[src/rtl/dram_fifo_pkg.sv]
// Shared width helpers for the distributed-RAM FIFO and its storage block.
package dram_fifo_pkg;

    // Native depth/width of the distributed RAM primitive slices.
    localparam int unsigned PRIM_WIDTH = 6;

    // Ceiling log2, usable in constant expressions.
    function automatic int unsigned clog2(input int unsigned n);
        int unsigned r;
        r = 0;
        while ((32'd1 << r) < n) begin
            r = r + 1;
        end
        return r;
    endfunction

    // Read/write pointer width: pointers wrap naturally at DEPTH.
    function automatic int unsigned ptr_w(input int unsigned depth);
        return clog2(depth);
    endfunction

    // Occupancy width: one extra bit so that COUNT can reach DEPTH.
    function automatic int unsigned cnt_w(input int unsigned depth);
        return clog2(depth) + 1;
    endfunction

    // Depth of the primitive used to build the RAM (32- or 64-deep).
    function automatic int unsigned prim_depth(input int unsigned depth);
        return (depth <= 32) ? 32 : 64;
    endfunction

endpackage

[src/rtl/dram_sdp.sv]
// Simple dual-port distributed RAM: synchronous write, asynchronous read.
// Built as a grid of banks x 6-bit slices of 32/64-deep primitives.
module dram_sdp
    import dram_fifo_pkg::*;
#(
    parameter int unsigned WIDTH = 12,
    parameter int unsigned DEPTH = 32
) (
    input  logic                    WCLK,
    input  logic                    WE,
    input  logic [ptr_w(DEPTH)-1:0] WADDR,
    input  logic [ptr_w(DEPTH)-1:0] RADDR,
    input  logic [WIDTH-1:0]        DI,
    output logic [WIDTH-1:0]        DO
);

    localparam int unsigned AW     = ptr_w(DEPTH);
    localparam int unsigned PD     = prim_depth(DEPTH);
    localparam int unsigned PAW    = clog2(PD);
    localparam int unsigned NBANK  = (DEPTH > PD) ? DEPTH / PD : 1;
    localparam int unsigned BW     = (NBANK > 1) ? clog2(NBANK) : 1;
    localparam int unsigned NSLICE = (WIDTH + PRIM_WIDTH - 1) / PRIM_WIDTH;

    logic [PAW-1:0] wa_p;
    logic [PAW-1:0] ra_p;
    logic [BW-1:0]  wbank;
    logic [BW-1:0]  rbank;
    logic [NBANK-1:0][WIDTH-1:0] rd_bank;

    // Low address bits index inside a primitive; upper bits pick the bank.
    assign wa_p = PAW'(WADDR);
    assign ra_p = PAW'(RADDR);

    if (NBANK > 1) begin : g_bank_sel
        assign wbank = WADDR[AW-1:PAW];
        assign rbank = RADDR[AW-1:PAW];
    end else begin : g_single_bank
        assign wbank = '0;
        assign rbank = '0;
    end

    for (genvar b = 0; b < NBANK; b++) begin : g_bank
        for (genvar s = 0; s < NSLICE; s++) begin : g_slice
            // Last slice may be narrower than a full primitive.
            localparam int unsigned LO = s * PRIM_WIDTH;
            localparam int unsigned SW = ((WIDTH - LO) < PRIM_WIDTH) ? (WIDTH - LO) : PRIM_WIDTH;

            logic [SW-1:0] ram [PD];

            // Synchronous write into the selected bank.
            always_ff @(posedge WCLK) begin
                if (WE && (wbank == BW'(b))) begin
                    ram[wa_p] <= DI[LO +: SW];
                end
            end

            assign rd_bank[b][LO +: SW] = ram[ra_p];
        end
    end

    assign DO = rd_bank[rbank];

endmodule

[src/rtl/dram_fifo.sv]
// First-word-fall-through FIFO over distributed RAM with occupancy count,
// almost-full threshold and sticky overflow/underflow flags.
module dram_fifo
    import dram_fifo_pkg::*;
#(
    parameter int unsigned WIDTH     = 12,
    parameter int unsigned DEPTH     = 32,
    parameter int unsigned AFULL_LVL = 28
) (
    input  logic                    CLK,
    input  logic                    RSTN,
    input  logic                    CLR,
    input  logic [WIDTH-1:0]        DI,
    input  logic                    WR,
    input  logic                    RD,
    output logic [WIDTH-1:0]        DO,
    output logic                    VALID,
    output logic                    FULL,
    output logic                    AFULL,
    output logic [cnt_w(DEPTH)-1:0] COUNT,
    output logic                    OVF,
    output logic                    UDF
);

    localparam int unsigned AW = ptr_w(DEPTH);
    localparam int unsigned CW = cnt_w(DEPTH);

    logic [AW-1:0] wptr_q, wptr_d;
    logic [AW-1:0] rptr_q, rptr_d;
    logic [CW-1:0] count_q, count_d;
    logic          ovf_q, ovf_d;
    logic          udf_q, udf_d;

    logic full;
    logic valid;
    logic push;
    logic pop;

    // Status is decoded from the registered count only.
    assign valid = (count_q != '0);
    assign full  = (count_q == CW'(DEPTH));
    assign push  = WR && !full && !CLR;
    assign pop   = RD && valid && !CLR;

    // Next-state for pointers, occupancy and sticky error flags.
    always_comb begin
        wptr_d  = wptr_q;
        rptr_d  = rptr_q;
        count_d = count_q;
        ovf_d   = ovf_q;
        udf_d   = udf_q;
        if (CLR) begin
            wptr_d  = '0;
            rptr_d  = '0;
            count_d = '0;
            ovf_d   = 1'b0;
            udf_d   = 1'b0;
        end else begin
            if (push) begin
                wptr_d = wptr_q + AW'(1);
            end
            if (pop) begin
                rptr_d = rptr_q + AW'(1);
            end
            if (push && !pop) begin
                count_d = count_q + CW'(1);
            end else if (pop && !push) begin
                count_d = count_q - CW'(1);
            end
            if (WR && full) begin
                ovf_d = 1'b1;
            end
            if (RD && !valid) begin
                udf_d = 1'b1;
            end
        end
    end

    // Control state register with asynchronous active-low reset.
    always_ff @(posedge CLK or negedge RSTN) begin
        if (!RSTN) begin
            wptr_q  <= '0;
            rptr_q  <= '0;
            count_q <= '0;
            ovf_q   <= 1'b0;
            udf_q   <= 1'b0;
        end else begin
            wptr_q  <= wptr_d;
            rptr_q  <= rptr_d;
            count_q <= count_d;
            ovf_q   <= ovf_d;
            udf_q   <= udf_d;
        end
    end

    dram_sdp #(
        .WIDTH (WIDTH),
        .DEPTH (DEPTH)
    ) u_ram (
        .WCLK  (CLK),
        .WE    (push),
        .WADDR (wptr_q),
        .RADDR (rptr_q),
        .DI    (DI),
        .DO    (DO)
    );

    assign VALID = valid;
    assign FULL  = full;
    assign AFULL = (count_q >= CW'(AFULL_LVL));
    assign COUNT = count_q;
    assign OVF   = ovf_q;
    assign UDF   = udf_q;

endmodule

[config.mk]
export PLATFORM = sky130hd
export DESIGN_NAME = dram_fifo
export DESIGN_NICKNAME = d
export VERILOG_FILES = /design/src/rtl/dram_fifo_pkg.sv /design/src/rtl/dram_sdp.sv /design/src/rtl/dram_fifo.sv
export SDC_FILE = /design/constraint.sdc
export NUM_CORES = 1
export LEC_CHECK = 0
export ABC_AREA = 1
export CAP_MARGIN = 20
export CORE_MARGIN = 4
export CORE_UTILIZATION = 40
export CTS_CLUSTER_DIAMETER = 100
export DETAILED_ROUTE_END_ITERATION = 10
export GPL_ROUTABILITY_DRIVEN = 0
export SKIP_LAST_GASP = 1
export SLEW_MARGIN = 20
export SYNTH_ARGS = -nofsm -noshare
export SYNTH_HDL_FRONTEND = slang
export SYNTH_SLANG_ARGS = --single-unit
export TNS_END_PERCENT = 20
[constraint.sdc]
create_clock -name CLK -period 2.2 [get_ports CLK]
set_clock_uncertainty 0.05 [all_clocks]
set_input_delay 0.33 -clock CLK [delete_from_list [all_inputs] [get_ports CLK]]
set_output_delay 0.33 -clock CLK [all_outputs]
set_load 0.005 [all_outputs]
Word-level counts from Yosys, hierarchy flattened
Memories as Yosys holds them, arrays and structs flattened.
Cells that the tools add are included.
- register bits after elaboration: 18
- bits in writable memories: 384
- word-level logic and storage cells: 45
- memories kept: 2
- $add $sub $neg: 4
- magnitude comparators: 1
- equal/unequal tests: 1
- mux-type cells: 13
- reduce and logical (&&, ||, !) cells: 19
- memories (name ; depth ; width ; read ports ; clocked after memory_dff ; write ports ; RTL line ; RTL):
    u_ram.g_bank[0].g_slice[0].ram ; 32 ; 6 ; 1 ; 0 ; 1 ; dram_sdp.sv:48 ; logic [SW-1:0] ram [PD];
    u_ram.g_bank[0].g_slice[1].ram ; 32 ; 6 ; 1 ; 0 ; 1 ; dram_sdp.sv:48 ;
- operators by type and width (kind ; count):
    $mux 5 ; 4
    $mux 6 ; 3
    $add 5x1->5 const B ; 2
    $logic_and 1x1->1 ; 8
    $reduce_bool 2->1 ; 4
    $add 6x1->6 const B ; 1
    $eq 6x6->1 const B ; 1
    $ge 6x5->1 const B ; 1
    $mux 1 ; 6
    $reduce_bool 6->1 ; 1
    $sub 6x1->6 const B ; 1
    $logic_not 1->1 ; 5
    $reduce_bool 3->1 ; 1

Depth between registers and ports, before layout
Gate-level depths: netlist (run 1).
- word-level depth: 9
- mapped depth: 15
- gate-level depth less buffers: 15

Hierarchy
Synthesis (run 1) repeated with hierarchy kept, for this count alone.
- cells, all modules: 1483
- area total of the unflattened synthesis: 16784.8 µm²
- by module, submodules not included (module ; times used ; cells an instance ; area each (µm²) ; sequential area each (µm²)):
    dram_sdp ; 1 ; 1346 ; 15658.8 ; 11531.1
    dram_fifo ; 1 ; 137 ; 1126.1 ; 450.4

Worst setup path after synthesis (run 1)
No wires, ideal clock.
- path kind: register to register
- start: register count_q[5] (netlist: COUNT[5])
- end: memory u_ram.g_bank[0].g_slice[0].ram[11][0] in the netlist's numbering, enable pin
- data arrival time: 1.589 ns
- slack: 0.181 ns
- cell stages (with the launch flop): 8
- path buffers: 0
- period minus slack after synthesis: 2.019 ns
- cell sequence: dfrtp_1 > inv_2 > nor2_1 > nand3_1 > nand2_1 > inv_1 > nand3_1 > nor2_1
- longest elaborated chain between the ends: 6
- RTL lines (element ; RTL line ; RTL):
    from (decl) ; dram_fifo.sv:30 ; logic [CW-1:0] count_q, count_d;
    from (signal assigned) ; dram_fifo.sv:90 ; count_q <= count_d;
    $eq 6x6->1 ; dram_fifo.sv:41 ; assign full = (count_q == CW'(DEPTH));
    $logic_not 1->1 ; dram_fifo.sv:42 ; assign push = WR && !full && !CLR;
    $logic_and 1x1->1 (2 in a row) ; dram_fifo.sv:42 ;
    $mux 1 ; dram_sdp.sv:52 ; if (WE && (wbank == BW'(b))) begin
    $mux 1 (implied by the code) ; dram_sdp.sv:53 ; ram[wa_p] <= DI[LO +: SW];
    to (decl) ; dram_sdp.sv:48 ;
No other way between the ends.

Final worst setup path (run 1)
- start: register rptr_q[0]
- end: output port DO[5]
- longest elaborated chain between the ends: 1
- RTL lines (element ; RTL line ; RTL):
    from (decl) ; dram_fifo.sv:29 ; logic [AW-1:0] rptr_q, rptr_d;
    from (signal assigned) ; dram_fifo.sv:89 ; rptr_q <= rptr_d;
    $mem_v2 32x6 ; n/a ;
    to (decl) ; dram_fifo.sv:16 ; output logic [WIDTH-1:0] DO,
No other way between the ends.

==> results by group, run 1 <==
Placed design
  • Number of placed cells counting well taps: 2019
  • Worst setup slack after placement: -0.496 ns
  • Sum of net half-perimeters after detailed placement: 26.9 mm
  • Port Buffer Count: 39

Routing
  • Initial DRC Count: 1159
  • Length of the first detailed-routing pass in iterations: 5
  • Routed WL: 47.0 mm
  • Remaining DRCs: 0
  • Post-detailed-route count of antenna-violating nets: 0
  • Routed WL per cell: 22.0 um
  • Routed vias/inst: 5.46
  • Routed via count: 11700

Pwr
  • Share of total power in combinational logic: 0.276
  • Flop pwr share: 0.400
  • Power per Cell Area: 997 nW/um^2
  • Overall power: about 22 mW
  • Sw Pwr: 6.27 mW
  • Share of total power in the clock network: 0.323
  • Peak supply drop: 577 uV
  • Switching part of the total power: 0.292
  • Int Pwr: around 15 mW
  • Cell leakage power: 7.75 nW

Logic synthesis
  • Sequential-to-total area share from yosys stat: 0.719
  • Synthesized cell area: between 15000 and 20000 um^2
  • Library cells used by synthesis: 33
  • Flip-flop and latch count after synthesis: 402
  • Number of instances in the synthesized netlist: about 1400
  • Post-Synthesis Mean Instance Area: 12.1 um^2
  • Warnings, synthesis: 0
  • Synthesized netlist net count: 1403

STA
  • Final min period: 2.89 ns
  • Peak clock frequency supported by timing: ~0.35 GHz
  • Setup repair after global routing missed its margin: true
  • Worst slew slack as a fraction of its limit: 0.700
  • Smallest setup slack after layout: -0.688 ns
  • Final number of setup-violating endpoints: 14
  • Hold violation total from the final report: 0
  • Final Hold Slack: 0.0572 ns
  • Part of the cycle the worst path needs: 1.31
  • Total Neg Setup Slack: -7.66 ns
  • Slew Limit Fails: 0
  • Slew @ Worst Pin: 0.450 ns

Global route
  • Pin count of the biggest net entering global routing: 33
  • Global-route wire length before repair: 70.3 mm
  • All-layer global routing usage: 0.208
  • Final global-route overflow total: 0
  • Vias in the first global route: 11200
  • Number of antenna violations at the first check in global routing: 0

Status
  • Status: complete, but fails checks
  • Violated checks: negative setup slack

CTS
  • Clock H-tree levels: 2
  • Clk Latency, worst-skew pair: roughly 0.56 ns
  • Number of buffers created by CTS: 43
  • Clock tree from TritonCTS: done
  • Clock root buffer master: sky130_fd_sc_hd__clkbuf_16
  • Hold buffers post-CTS: 0
  • Sinks on Clock Net: 402
  • Buffer levels on the longest clock path: 3
  • Clock slew seen by the registers of the worst setup and hold paths: 0.06 ns

Critical path
  • Arrival time of the worst setup path: 2.51 ns
  • Max incr delay on CP: 0.56 ns
  • Depth of the most critical reg-to-reg path: 12
  • Type of element capturing the critical path: output pin
  • Worst setup path class: reg -> out
  • Master of the slowest instance on the critical path: sky130_fd_sc_hd__dfrtp_4
  • Cell-by-cell listing of the critical path: buf_12 > buf_4 > buf_4 > o21ai_0 > o22ai_2 > a21oi_4 > nand2_2 > nand2_2 > inv_2 > buf_6
  • Capture point of the worst reg-to-reg path: COUNT[3]
  • Worst-path maximum fanout: 7
  • CP Launch Type: flip-flop
  • Required arrival time at the worst endpoint: approximately 1.8 ns
  • Startpoint of the lowest-slack register-to-register path: COUNT[5]
  • Reg2Reg Setup Slack: 0.02 ns

Die
  • Die Y-Extent: approximately 210 um
  • Core ar.: just over 40000 um^2
  • Die area: 45000 um^2
  • Starting density of the core: 0.406
  • Die Wd: between 200 and 250 um
  • Standard-cell row count: 74
  • Count of boundary I/O pins: 40

Layout
  • Nets: 1601
  • Most common cell after layout, fill and taps aside: sky130_fd_sc_hd__edfxtp_1
  • Fraction of layout instances using a drive strength above 1: 0.261
  • Commonest non-fill, non-tap cells in the layout: sky130_fd_sc_hd__edfxtp_1 (384), sky130_fd_sc_hd__nor2_1 (223), sky130_fd_sc_hd__nand2_1 (134)
  • Area growth, synth to finish: 29.4%
  • Post-route insts no fill: 2139
  • Number of inserted diodes: 0

Worst hold path
  • Worst min-delay path category: in -> async

Flow run
  • Max Cap Violations: 0
==> cells in the mapped netlist <==
library cell                 n  share of area
sky130_fd_sc_hd__clkinv_1    2        0.00045
sky130_fd_sc_hd__nor2_2     11         0.0041
sky130_fd_sc_hd__nand4_1     2        0.00075
sky130_fd_sc_hd__inv_2       4        0.00090
sky130_fd_sc_hd__xor2_1      4         0.0021
sky130_fd_sc_hd__or2_1       1        0.00038
sky130_fd_sc_hd__o211ai_1   44          0.020
sky130_fd_sc_hd__o21ai_2     4         0.0021
sky130_fd_sc_hd__dfrtp_1    18          0.027
sky130_fd_sc_hd__nor2_1    246          0.055
sky130_fd_sc_hd__nand3_2     1        0.00060
sky130_fd_sc_hd__o211ai_2    4         0.0030
sky130_fd_sc_hd__buf_8       1        0.00090
sky130_fd_sc_hd__inv_1      62          0.014
sky130_fd_sc_hd__o31ai_1     1        0.00045
sky130_fd_sc_hd__o21ai_0   148          0.044
sky130_fd_sc_hd__edfxtp_1  384           0.69
sky130_fd_sc_hd__nand2_2     4         0.0015
sky130_fd_sc_hd__fa_1        1         0.0012
sky130_fd_sc_hd__o21ai_1    33         0.0099
sky130_fd_sc_hd__buf_2      18         0.0054
sky130_fd_sc_hd__clkbuf_1   35         0.0079
sky130_fd_sc_hd__buf_6      17          0.011
sky130_fd_sc_hd__clkbuf_2    1        0.00030
sky130_fd_sc_hd__o22ai_1    29          0.011
sky130_fd_sc_hd__buf_1       1        0.00023
sky130_fd_sc_hd__nand3_1    82          0.025
sky130_fd_sc_hd__buf_4       6         0.0027
sky130_fd_sc_hd__ha_1        9         0.0068
sky130_fd_sc_hd__nand2_1   168          0.038
sky130_fd_sc_hd__a31oi_1     1        0.00038
sky130_fd_sc_hd__nor3_1      3        0.00090
sky130_fd_sc_hd__a21oi_1    31         0.0093
==> flip-flops by register name, indices dropped and copies added (netlist names) <==
register / flops
wptr_q: 5
rptr_q: 5
COUNT: 6
OVF: 1
u_ram.g_bank.g_slice.ram: 384
UDF: 1
==> kinds of logic after synthesis <==
group,share of synthesized area
simple gates,0.126
flops,0.719
compound gates,0.100
buf+inv,0.0442
fa+ha+maj,0.00796
xor+xnor,0.00210
==> stage by stage <==
| stage | utilization | cell area (um^2) |
|---|---|---|
| after global routing | 0.526 | 21600 |
| after floorplan | - | 16700 |
| after global placement | 0.461 | 18900 |
| after CTS | 0.522 | 21400 |
| final | 0.526 | 21600 |
| after detailed placement | 0.461 | 18900 |
==> layer usage <==
metal / wire, um / vias to the layer above / track usage
met3: 3950 / 81 / 0.0391
li1: - / 5320 / -
met2: 22000 / 578 / 0.324
met1: 19600 / 5697 / 0.296
met4: 1520 / 0 / 0.0668
met5: 0 / - / 0
==> layout make-up <==
cell class	count	area (um^2)
tap	532	666
clock buffer	51	1130
multi-input combinational	827	4460
timing repair inverter	1	16.3
timing repair buffer	231	2800
inverter	68	282
fill	3364	19500
sequential	402	12000
clock inverter	27	220
==> power by group through the flow <==
stage	logic (mW)	registers [mW]	clock network, mW
3_5_place_dp	4.50	8.76	0
6_report	5.94	8.61	6.95
2_1_floorplan	2.52	8.74	0
3_3_place_gp	4.47	8.75	0
5_1_grt	6.39	8.62	7.41
4_1_cts	5.80	8.61	7.03
==> worst max-delay path by stage <==
stage	cells after the start	endpoint	slack (ns)	from
finish	10	DO[5]	-0.69	rptr_q[0]
CTS	13	DO[11]	-0.71	rptr_q[0]
global placement	9	DO[9]	-0.50	rptr_q[0]
detailed placement	9	DO[9]	-0.50	rptr_q[0]
floorplan	7	u_ram.g_bank[0].g_slice[0].ram[11][0]	0.18	COUNT[5]
global route	10	DO[5]	-0.79	rptr_q[0]
==> timing repair <==
action,4_1_cts,5_1_grt
endpoints found under the setup margin,14,18
resized for setup,211,71
pin swaps,84,40
setup buffers,33,1
gates cloned,14,0
==> worst max-delay path: cells and delay by family, from the launching register on <==
family,cells,cell delay [ns]
AOI/OAI and AO/OA,3,0.64
buffers and inverters,5,0.58
DFF,1,0.56
and+or+nand+nor,2,0.16
No activity file was read; power rests on OpenSTA's default activity.
==> run 2, diff against run 1 <==
ABC_CLOCK_PERIOD_IN_PS = 2200   (was not set)
CORE_UTILIZATION = 46   (was 40)
SKIP_LAST_GASP = not set   (was 1)
==> run 2 against run 1 <==
The run still ends with negative setup slack left. Flip-flop and latch count unchanged. Utilization grew 7.5 points. Setup slack improved by 0.13 ns. Highest routed layer unchanged.
==> results by group, run 2 (synthesized netlist as in run 1, its figures left out) <==
Routing
  • Length of the first detailed-routing pass in iterations: 6
  • Routed WL per cell: 21.5 um
  • Routed via count: 11400
  • Remaining DRCs: 0
  • Initial DRC Count: 1041
  • Routed WL: 44.4 mm
  • Routed vias/inst: around 5.5
  • Post-detailed-route count of antenna-violating nets: 0

STA
  • Final Hold Slack: 0.0966 ns
  • Slew Limit Fails: 0
  • Smallest setup slack after layout: -0.563 ns
  • Setup repair after global routing missed its margin: true
  • Final number of setup-violating endpoints: 12
  • Worst slew slack as a fraction of its limit: 0.712
  • Hold violation total from the final report: 0
  • Slew @ Worst Pin: 0.432 ns
  • Part of the cycle the worst path needs: 1.26
  • Final min period: 2.76 ns
  • Peak clock frequency supported by timing: approximately 0.36 GHz

CTS
  • Sinks on Clock Net: 402
  • Buffer levels on the longest clock path: 3
  • Clock tree from TritonCTS: done
  • Clock root buffer master: sky130_fd_sc_hd__clkbuf_16
  • Number of buffers created by CTS: 41
  • Clock slew seen by the registers of the worst setup and hold paths: 0.06 ns
  • Clk Latency, worst-skew pair: 0.52 ns
  • Hold buffers post-CTS: 0
  • Clock H-tree levels: 2

Status
  • Violated checks: negative setup slack
  • Status: complete, but fails checks

Die
  • Die Wd: 198 um
  • Core ar.: ~36000 um^2
  • Standard-cell row count: 69
  • Count of boundary I/O pins: 40
  • Die area: 39300 um^2
  • Starting density of the core: 0.467
  • Die Y-Extent: 198 um

Layout
  • Flip-flop count of the largest register after layout: ~380
  • Reg with most FFs: u_ram.g_bank.g_slice.ram
  • Most common cell after layout, fill and taps aside: sky130_fd_sc_hd__edfxtp_1
  • Nets: ~1600
  • Footprint of the multi-input gates: 4340 um^2
  • Commonest non-fill, non-tap cells in the layout: sky130_fd_sc_hd__edfxtp_1 (384), sky130_fd_sc_hd__nor2_1 (223), sky130_fd_sc_hd__nand2_1 (143)
  • Fillers: between 2000 and 3000
  • Post-route insts no fill: 2067
  • Fraction of layout instances using a drive strength above 1: 0.244
  • Sequential cell area: 12000 um^2
  • Area growth, synth to finish: 28.5%
  • Number of inserted diodes: 0

Critical path
  • Worst setup path class: reg -> out
  • Capture point of the worst reg-to-reg path: COUNT[5]
  • Worst-path maximum fanout: 5
  • Arrival time of the worst setup path: between 2 and 2.5 ns
  • Startpoint of the lowest-slack register-to-register path: COUNT[5]
  • Depth of the most critical reg-to-reg path: 12
  • Type of element capturing the critical path: output pin
  • Reg2Reg Setup Slack: around 0.15 ns
  • Required arrival time at the worst endpoint: 1.82 ns
  • CP Launch Type: flip-flop

Global route
  • Global-route wire length before repair: between 60 and 70 mm
  • Vias in the first global route: 11400
  • Number of antenna violations at the first check in global routing: 1
  • Final global-route overflow total: 0
  • Pin count of the biggest net entering global routing: 50
  • All-layer global routing usage: 0.227

Worst hold path
  • Worst min-delay path category: in -> async

Flow run
  • Max Cap Violations: 0

Placed design
  • Number of placed cells counting well taps: between 1500 and 2000
  • Port Buffer Count: 39
  • Sum of net half-perimeters after detailed placement: 26.1 mm

Pwr
  • Peak supply drop: ~730 uV
  • Cell leakage power: 7.74 nW
  • Power per Cell Area: 976 nW/um^2
-- run 2: critical path: stages (launching register included) --
cell                        delay (ns)
sky130_fd_sc_hd__dfrtp_4          0.53
sky130_fd_sc_hd__clkinv_8         0.12
sky130_fd_sc_hd__buf_8            0.14
sky130_fd_sc_hd__bufbuf_16        0.26
sky130_fd_sc_hd__nand2_2          0.05
sky130_fd_sc_hd__nand3_2          0.08
sky130_fd_sc_hd__nand3_2          0.09
sky130_fd_sc_hd__nand2_2          0.05
sky130_fd_sc_hd__a21oi_2          0.09
sky130_fd_sc_hd__buf_4            0.13
sky130_fd_sc_hd__nand2_2          0.06
sky130_fd_sc_hd__nand2_2          0.09
sky130_fd_sc_hd__inv_1            0.04
sky130_fd_sc_hd__buf_2            0.12
-- run 2: cell type report --
| cell class | count | area share |
|---|---|---|
| Sequential cell | 402 | 0.560 |
| Multi-Input combinational cell | 827 | 0.203 |
| Timing Repair Buffer | 233 | 0.140 |
| Clock buffer | 51 | 0.0497 |
| Tap cell | 461 | 0.0269 |
| Inverter | 68 | 0.0125 |
| Clock inverter | 23 | 0.00643 |
| Timing Repair inverter | 2 | 0.00152 |
-- run 2: what timing repair did --
item                       4_1_cts  5_1_grt
gates cloned                    18        2
setup buffers                   25        1
setup endpoints to repair       14       17
pin swaps                       76       29
resized for setup              202       53
-- run 2: where the power goes --
part / leakage (nW) / switching [mW] / internal (mW)
Sequential: 3.69 / 0.109 / 8.50
Combinational: 3.46 / 3.15 / 2.80
Clock: 0.583 / 2.78 / 3.55
-- run 2: per-stage QoR --
| stage | power (mW) | setup WS (ns) | utilization | instance area, um^2 | setup TNS [ns] |
|---|---|---|---|---|---|
| 5_1_grt | 21.8 | -0.645 | 0.601 | 21400 | -7.41 |
| 3_3_place_gp | 13.2 | -0.439 | 0.531 | 18900 | -4.95 |
| 2_1_floorplan | 11.3 | 0.181 | - | 16700 | 0 |
| 6_report | 20.9 | -0.563 | 0.601 | 21400 | -6.16 |
| 4_1_cts | 20.8 | -0.613 | 0.595 | 21200 | -6.57 |
| 3_5_place_dp | 13.3 | -0.452 | 0.531 | 18900 | -5.24 |
-- run 2: metal layers --
layer	GRT usage	vias up	share of wire
met5	0	-	0
met4	0.0780	0	0.032
met3	0.0351	85	0.074
met2	0.353	431	0.46
met1	0.331	5608	0.44
li1	-	5321	-
-- run 2: worst max path at each step --
stage / startpoint / to / slack (ns) / cells after the start
5_1_grt: rptr_q[0] / DO[0] / -0.65 / 13
2_1_floorplan: COUNT[5] / u_ram.g_bank[0].g_slice[0].ram[11][0] / 0.18 / 7
3_3_place_gp: rptr_q[0] / DO[8] / -0.44 / 10
4_1_cts: rptr_q[0] / DO[4] / -0.61 / 12
3_5_place_dp: rptr_q[0] / DO[8] / -0.45 / 10
6_report: rptr_q[0] / DO[0] / -0.56 / 13
==> run 3, diff against run 2 <==
RECOVER_POWER = 50   (was not set)
==> run 3 against run 2 <==
The run ends with max-capacitance violations, max-slew violations, negative setup slack left. Combinational power about the same. Highest routed layer unchanged. Setup slack better by 0.0038 ns. Sequential share of layout area up 0.15 points. Non-clock buffer count unchanged. First-iteration DRC count up 4.1%. Global-route usage unchanged. Register-to-register slack worse by 0.14 ns. Clock-buffer cell count unchanged. Die area unchanged. Via count about the same. Cell area down 0.26%.
==> results by group, run 3 (synthesized netlist as in run 1, its figures left out) <==
CTS
  • Clk Latency, worst-skew pair: 0.52 ns
  • Clock tree from TritonCTS: done
  • Hold buffers post-CTS: 0
  • Buffer levels on the longest clock path: 3
  • Clock root buffer master: sky130_fd_sc_hd__clkbuf_16
  • Clock slew seen by the registers of the worst setup and hold paths: 0.06 ns
  • Number of buffers created by CTS: 41
  • Sinks on Clock Net: ~400
  • Clock H-tree levels: 2

Global route
  • All-layer global routing usage: 0.227
  • Pin count of the biggest net entering global routing: 50
  • Final global-route overflow total: 0
  • Vias in the first global route: 11400
  • Number of antenna violations at the first check in global routing: 1
  • Global-route wire length before repair: 67.6 mm

Die
  • Standard-cell row count: 69
  • Die area: 39300 um^2
  • Die Wd: 198 um
  • Die Y-Extent: 198 um
  • Count of boundary I/O pins: 40
  • Starting density of the core: 0.467
  • Core ar.: 35700 um^2

STA
  • Setup repair after global routing missed its margin: true
  • Worst slew slack as a fraction of its limit: -0.115
  • Slew @ Worst Pin: approximately 1.7 ns
  • Slew Limit Fails: between 100 and 150
  • Final number of setup-violating endpoints: 12
  • Smallest setup slack after layout: -0.559 ns
  • Hold violation total from the final report: 0
  • Peak clock frequency supported by timing: around 0.36 GHz
  • Part of the cycle the worst path needs: 1.25
  • Final min period: 2.76 ns

Worst hold path
  • Worst hold path stage count: 3
  • Critical hold path startpoint: RD
  • Endpoint, Worst Hold: UDF
  • Worst min-delay path category: in -> reg

Layout
  • Total non-filler cell area in the finished layout: 21400 um^2
  • Fraction of layout instances using a drive strength above 1: 0.237
  • Number of inserted diodes: 0
  • Commonest non-fill, non-tap cells in the layout: sky130_fd_sc_hd__edfxtp_1 (384), sky130_fd_sc_hd__nor2_1 (224), sky130_fd_sc_hd__nand2_1 (143)
  • Area growth, synth to finish: 28.2%
  • Nets: roughly 1600
  • Post-route insts no fill: 2067
  • Reg with most FFs: u_ram.g_bank.g_slice.ram
  • Most common cell after layout, fill and taps aside: sky130_fd_sc_hd__edfxtp_1
  • Flip-flop count of the largest register after layout: 384

Routing
  • Length of the first detailed-routing pass in iterations: 5
  • Routed WL per cell: 21.5 um
  • Post-detailed-route count of antenna-violating nets: 0
  • Remaining DRCs: 0
  • Routed WL: approximately 44 mm
  • Routed vias/inst: approximately 5.5
  • Initial DRC Count: 1084
  • Routed via count: 11400

Pwr
  • Cell leakage power: 7.70 nW
  • Power per Cell Area: 976 nW/um^2
  • Overall power: approximately 21 mW
  • Peak supply drop: 729 uV

Critical path
  • Startpoint of the lowest-slack register-to-register path: COUNT[1]
  • Worst setup path class: reg -> out
  • Required arrival time at the worst endpoint: 1.82 ns
  • Type of element capturing the critical path: output pin
  • Depth of the most critical reg-to-reg path: 14
  • Worst-path maximum fanout: 5
  • Arrival time of the worst setup path: around 2.4 ns
  • Max incr delay on CP: about 0.53 ns
  • CP Launch Type: flip-flop
  • Critical path startpoint: rptr_q[0]
  • Reg2Reg Setup Slack: ~0.010 ns
  • Cell-by-cell listing of the critical path: clkinv_8 > buf_8 > bufbuf_16 > nand2_2 > nand3_2 > nand3_2 > nand2_2 > a21oi_2 > buf_4 > nand2_2 > nand2_2 > inv_1 > buf_2
  • Capture point of the worst reg-to-reg path: COUNT[5]
  • Master of the slowest instance on the critical path: sky130_fd_sc_hd__dfrtp_4
  • Cell mode on critical path: sky130_fd_sc_hd__nand2_2

Placed design
  • Dpl cell area: 18900 um^2
  • Port Buffer Count: 39
  • Number of placed cells counting well taps: 1950
  • Sum of net half-perimeters after detailed placement: 26.1 mm

Status
  • Status: complete, but fails checks
  • Violated checks: max-capacitance violations, max-slew violations, negative setup slack

Flow run
  • Max Cap Violations: 4
[run 3: per-layer routing]
metal  global-route usage  vias up  share of wire
met5                    0        -              0
met3               0.0351       85          0.074
met4               0.0780        0          0.032
met2                0.353      426           0.46
li1                     -     5322              -
met1                0.331     5604           0.43
[run 3: how the worst max path moves through the flow]
stage | endpoint | slack (ns) | cells after the start
2_1_floorplan | u_ram.g_bank[0].g_slice[0].ram[11][0] | 0.18 | 7
3_3_place_gp | DO[8] | -0.44 | 10
3_5_place_dp | DO[8] | -0.45 | 10
4_1_cts | DO[4] | -0.61 | 12
5_1_grt | DO[0] | -0.65 | 13
6_report | DO[0] | -0.56 | 13
[run 3: final cells by class]
type	count	area (um^2)
tap	461	577
multi-input combinational	827	4330
clock buffer	51	1060
inverter	68	268
sequential	402	12000
timing repair inverter	2	32.5
clock inverter	23	138
timing repair buffer	233	2960
fill	2796	14300
[run 3: report_power, final]
group | total (mW) | switching (mW) | internal, mW
sequential | 8.61 | 0.101 | 8.51
combinational | 5.92 | 3.14 | 2.78
clock | 6.32 | 2.78 | 3.55
[run 3: what timing repair did]
| item | CTS | global route |
|---|---|---|
| resized for setup | 202 | 53 |
| gates cloned | 18 | 2 |
| buffers inserted | 25 | 1 |
| pin swaps | 76 | 29 |
| endpoints found under the setup margin | 14 | 17 |
[run 3: stage by stage]
stage          setup TNS [ns]  worst slack [ns]  hold slack, ns   util
2_1_floorplan               0             0.181         -0.0156      -
3_3_place_gp            -4.95            -0.439           0.440  0.531
3_5_place_dp            -5.24            -0.452           0.444  0.531
4_1_cts                 -6.57            -0.613          0.0841  0.595
5_1_grt                 -7.93            -0.645           0.410  0.599
6_report                -6.12            -0.559           0.387  0.599
[run 3: worst max-delay path: cells and delay by family, from the launching register on]
family	cells	cell delay, ns
AOI/OAI and AO/OA	1	0.09
and+or+nand+nor	6	0.42
buffers and inverters	6	0.80
DFF	1	0.53
